[src/rtl/mem_access.sv]
// MEM-stage data-memory access unit: aligns and extends loads, steers store lanes,
// stalls the pipeline while a bus access is outstanding and reports address/bus errors.
module mem_access (
    input  logic        clk,
    input  logic        rst,
    input  logic        MemValid,
    input  logic        ClearSigIn,
    input  logic        MemRd,
    input  logic        DMWr,
    input  logic [5:0]  OpIn,
    input  logic [31:0] AddrIn,
    input  logic [31:0] WDIn,
    output logic        DMReq,
    output logic        DMWe,
    output logic [31:0] DMAddr,
    output logic [3:0]  DMBe,
    output logic [31:0] DMWData,
    input  logic [31:0] DMRData,
    input  logic        DMAck,
    output logic [31:0] RDOut,
    output logic        MemStall,
    output logic        AdELOut,
    output logic        AdESOut,
    output logic        BusErrOut,
    output logic [31:0] BadVAddrOut
);

    typedef enum logic [1:0] {IDLE, WAIT, DONE} state_t;

    state_t      state;
    logic [3:0]  tmo;
    logic        kill;
    logic        r_byte;
    logic        r_half;
    logic        r_signed;
    logic [1:0]  r_lo;

    logic        is_byte;
    logic        is_half;
    logic        is_signed;
    logic        access;
    logic        aligned;
    logic        start;
    logic        misalign;
    logic        kill_now;
    logic [31:0] lane;
    logic [31:0] load_val;

    // Anything that is not an explicit byte/halfword opcode is a word access.
    always_comb begin
        is_byte   = 1'b0;
        is_half   = 1'b0;
        is_signed = 1'b0;
        case (OpIn)
            6'h20: begin is_byte = 1'b1; is_signed = 1'b1; end
            6'h21: begin is_half = 1'b1; is_signed = 1'b1; end
            6'h24: is_byte = 1'b1;
            6'h25: is_half = 1'b1;
            6'h28: is_byte = 1'b1;
            6'h29: is_half = 1'b1;
            default: ;
        endcase
    end

    assign access   = ~rst & (state == IDLE) & MemValid & (MemRd | DMWr) & ~ClearSigIn;
    assign aligned  = is_byte | (is_half & ~AddrIn[0]) | (AddrIn[1:0] == 2'b00);
    assign start    = access & aligned;
    assign misalign = access & ~aligned;

    assign MemStall    = start | (state == WAIT);
    assign DMReq       = (state == WAIT);
    assign AdELOut     = misalign & MemRd;
    assign AdESOut     = misalign & ~MemRd;
    assign BadVAddrOut = BusErrOut ? {DMAddr[31:2], r_lo} : (misalign ? AddrIn : 32'h0);

    assign kill_now = kill | ClearSigIn;
    assign lane     = DMRData >> {r_lo, 3'b000};

    always_comb begin
        if (r_byte)
            load_val = {{24{r_signed & lane[7]}}, lane[7:0]};
        else if (r_half)
            load_val = {{16{r_signed & lane[15]}}, lane[15:0]};
        else
            load_val = DMRData;
    end

    // A flush in WAIT lets the bus transaction finish but discards its result and any error.
    always_ff @(posedge clk or posedge rst) begin
        if (rst) begin
            state     <= IDLE;
            tmo       <= 4'd0;
            kill      <= 1'b0;
            DMWe      <= 1'b0;
            DMAddr    <= 32'h0;
            DMBe      <= 4'h0;
            DMWData   <= 32'h0;
            RDOut     <= 32'h0;
            BusErrOut <= 1'b0;
            r_byte    <= 1'b0;
            r_half    <= 1'b0;
            r_signed  <= 1'b0;
            r_lo      <= 2'b00;
        end else begin
            BusErrOut <= 1'b0;
            case (state)
                IDLE: begin
                    if (start) begin
                        state    <= WAIT;
                        tmo      <= 4'd0;
                        kill     <= 1'b0;
                        DMAddr   <= {AddrIn[31:2], 2'b00};
                        DMWe     <= DMWr;
                        r_byte   <= is_byte;
                        r_half   <= is_half;
                        r_signed <= is_signed;
                        r_lo     <= AddrIn[1:0];
                        if (!DMWr) begin
                            DMBe    <= 4'b1111;
                            DMWData <= 32'h0;
                        end else if (is_byte) begin
                            DMBe    <= 4'b0001 << AddrIn[1:0];
                            DMWData <= {4{WDIn[7:0]}};
                        end else if (is_half) begin
                            DMBe    <= 4'b0011 << AddrIn[1:0];
                            DMWData <= {2{WDIn[15:0]}};
                        end else begin
                            DMBe    <= 4'b1111;
                            DMWData <= WDIn;
                        end
                    end
                end
                WAIT: begin
                    if (ClearSigIn)
                        kill <= 1'b1;
                    if (DMAck) begin
                        state <= DONE;
                        if (!DMWe && !kill_now)
                            RDOut <= load_val;
                    end else if (tmo == 4'd15) begin
                        state <= DONE;
                        if (!kill_now) begin
                            RDOut     <= 32'h0;
                            BusErrOut <= 1'b1;
                        end
                    end else begin
                        tmo <= tmo + 4'd1;
                    end
                end
                DONE: begin
                    state <= IDLE;
                    kill  <= 1'b0;
                end
                default: state <= IDLE;
            endcase
        end
    end

endmodule

[config.mk]
export PLATFORM = sky130hd
export DESIGN_NAME = mem_access
export DESIGN_NICKNAME = d
export VERILOG_FILES = /design/src/rtl/mem_access.sv
export SDC_FILE = /design/constraint.sdc
export NUM_CORES = 1
export LEC_CHECK = 0
export ABC_CLOCK_PERIOD_IN_PS = 3600
export CAP_MARGIN = 20
export CORE_MARGIN = 2
export CORE_UTILIZATION = 39
export CTS_CLUSTER_SIZE = 12
export DETAILED_ROUTE_END_ITERATION = 7
export GPL_TIMING_DRIVEN = 1
export PLACE_DENSITY = 0.82
export SYNTH_ARGS = -nofsm -noshare
export SYNTH_HDL_FRONTEND = slang
export SYNTH_SLANG_ARGS = --single-unit
[constraint.sdc]
create_clock -name clk -period 3.6 [get_ports clk]
set_clock_uncertainty 0.2 [all_clocks]
set_input_delay 0.72 -clock clk [delete_from_list [all_inputs] [get_ports clk]]
set_output_delay 0.72 -clock clk [all_outputs]
set_load 0.02 [all_outputs]
==> flow_summary.toml <==
[logic_synthesis]
synthAdderAreaFrac = 0.0106
synthArstFlopShare = 1.00
synth_top_family_by_area = "compound AO/OA/AOI/OAI gates"
synthSimpleGateAreaFrac = 0.138
netlist_instances = 594
ys_types = 53
yosys.area_share.xor_xnor = 0.00298
avgSynthCellArea_um2 = 9.90
ys_ff_latch = 112
synth_edf_count = 0
yosysWarnings = 0
seq_area_frac_synth = 0.476
synthMuxAreaShare = 0.119
synth_compound_area_frac = 0.203
syn_area_mm2 = 0.00588
synth_ff_type = "dfrtp_1"

[drt]
wire_per_inst_um = 19.0
drt_wl_total_um = 19500
drtIter0Drc = 405
detail-route-antenna-nets = 0
vias = 5630
drc = 0
firstDrtPassIters = 5
viasPerCell = 5.48

[clocking]
clk_latency_ns = 0.35
cts_sinks = 112
path_clk_slew_ns = 0.08
cts_tree = "built"
clockBufferDepth = 2
root_buffer = "clkbuf_16"
cts-htree-levels = 3
cts_hold_buf = 0
cts_buffers = 9

[power_and_ir_drop]
total_power_mw = 4.18
vdd_drop_max_mv = 0.259
p_leak_nw = 3.98
powerDensity_mw_per_mm2 = 473

[critical_path]
crit_required_ns = 2.68
cp_data_arrival_time_ns = 2.61
critPathCaptureType = "primary output"
critPathMaxFanout = 8
rrSetupSlack_ns = 0.95
startpoint_type = "input port"
critPathKind = "in2out"

[placed_design]
gp_congestion = 0.845
place.detailed.hpwl_um = 14400
dp.cells = 1008
place_ws_ns = -0.572
port_buffers = 244

[global_route]
globalRouteTotalUtil = 0.237
overflow = 0
antenna_found_initial = 0
first_global_vias = 5631
grt_start_max_net_pins = 66
grt_pass1_wl_um = 30500

[layout]
area_growth_pct = 50.4
stdcell_count = 1027
drive_above_1_share = 0.172
final_cell_mix = "207 x clkdlybuf4s50_1, 111 x dfrtp_1, 83 x o21ai_0"
num-fill-cells = 1266
antenna_cells = 0
postLayoutCoreUtil = 0.604
mostFrequentLayoutCell = "clkdlybuf4s50_1"
final_nets = 952

[floorplanning]
core_mm2 = 0.0146
initial_core_util = 0.402
fp-row-count = 44
io_pins = 247
fp.dieH_um = 127
die_w_um = 127
die_area_mm2 = 0.0161

[flow_run]
drv_cap = 0

[timing]
setup_viol = 0
worst_slack_ns = 0.0746
tightest_slew_ns = 0.962
hold_viol = 0
fmax_mhz = 284
timing.final.crit_share = 0.979
timing.final.crit_period_ns = 3.53
fin_setup_tns_ns = 0
slew_violations = 0
slew_headroom = 0.359

[hold_path]
hold_path.class = "reg2reg"

[run_status]
status = "finished, final reports clean"
==> synthesized netlist by cell type, drive strengths merged (14+ instances only) <==
| cell type | instances | share of area |
|---|---|---|
| nor2 | 17 | 0.011 |
| nand2 | 81 | 0.052 |
| mux2i | 27 | 0.046 |
| o31ai | 17 | 0.022 |
| nand3 | 14 | 0.012 |
| o21ai | 94 | 0.080 |
| dfrtp | 112 | 0.48 |
| buf | 18 | 0.023 |
| clkbuf | 33 | 0.021 |
| nand2b | 33 | 0.036 |
| a22oi | 17 | 0.022 |
| mux2 | 35 | 0.069 |
==> worst max-delay path, stage by stage <==
cell and delay [ns]:
dlygate4sd2_1 0.24, or4b_1 0.52, a211o_1 0.26, or2_4 0.30, buf_16 0.16, o21ai_1 0.13
clkdlybuf4s15_2 0.27
==> cell type report <==
class                           count  area [um^2]  share of cell area
Clock inverter                      6         46.3             0.00523
Multi-Input combinational cell    423         2810               0.318
Clock buffer                       10          229              0.0259
Inverter                            9         37.5             0.00424
Sequential cell                   112         2800               0.317
Tap cell                          184          230              0.0260
Timing Repair Buffer              283         2690               0.304
==> sequential cells by signal, indices dropped and copies added, names as in the netlist <==
| register | cells |
|---|---|
| DMWData | 32 |
| RDOut | 32 |
| DMAddr | 30 |
| DMBe | 4 |
| tmo | 4 |
| r_lo | 2 |
| state | 2 |
| BusErrOut | 1 |
| DMWe | 1 |
| kill | 1 |
| r_byte | 1 |
| r_half | 1 |
| r_signed | 1 |
==> metal layers <==
metal / vias to the layer above / part of all wire / track usage / wire, um
met1: 2745 / 0.42 / 0.301 / 8240
met2: 226 / 0.49 / 0.394 / 9550
met4: 0 / 0.027 / 0.0840 / 528
li1: 2620 / - / - / -
met5: - / 0 / 0 / 0
met3: 39 / 0.060 / 0.0595 / 1170
==> where the power goes <==
| part | internal (mW) | switching [mW] | leakage (nW) |
|---|---|---|---|
| clock network | 0.473 | 0.476 | 0.129 |
| registers | 1.51 | 0.204 | 1.46 |
| logic | 0.778 | 0.737 | 2.39 |
| total | 2.77 | 1.42 | 3.98 |
==> repair_timing <==
item                                    in CTS  in global routing
endpoints found under the setup margin      35                 17
gates cloned                                 2                  0
buffers inserted                             1                  0
gates resized for setup                    168                  7
pin swaps                                    4                  2
==> final timing paths <==
path	depth (start not counted)	end	start
min in group asynchronous	3	DMAddr[8]	rst
max in group asynchronous	4	DMWData[16]	rst
setup reg to reg	7	DMAddr[21]	state[0]
hold reg to reg	2	RDOut[10]	RDOut[10]
setup / recovery	7	BadVAddrOut[27]	rst
hold / removal	2	RDOut[10]	RDOut[10]
==> kinds of logic after synthesis <==
logic type / Yosys count
AO/OA/AOI/OAI: 185
adder cells (fa/ha/maj): 5
multiplexers: 63
flip-flops: 112
other: 1
AND/OR/NAND/NOR: 166
buffers and inverters: 60
XOR/XNOR: 2
==> stage by stage <==
stage                     hold WS (ns)  area, um^2
final                            0.290        8850
after CTS                        0.291        8840
after global placement           0.265        8650
after global routing             0.313        8850
after detailed placement         0.270        8650
after floorplan                  0.271        5890
Power figures use the tool's default switching activity.
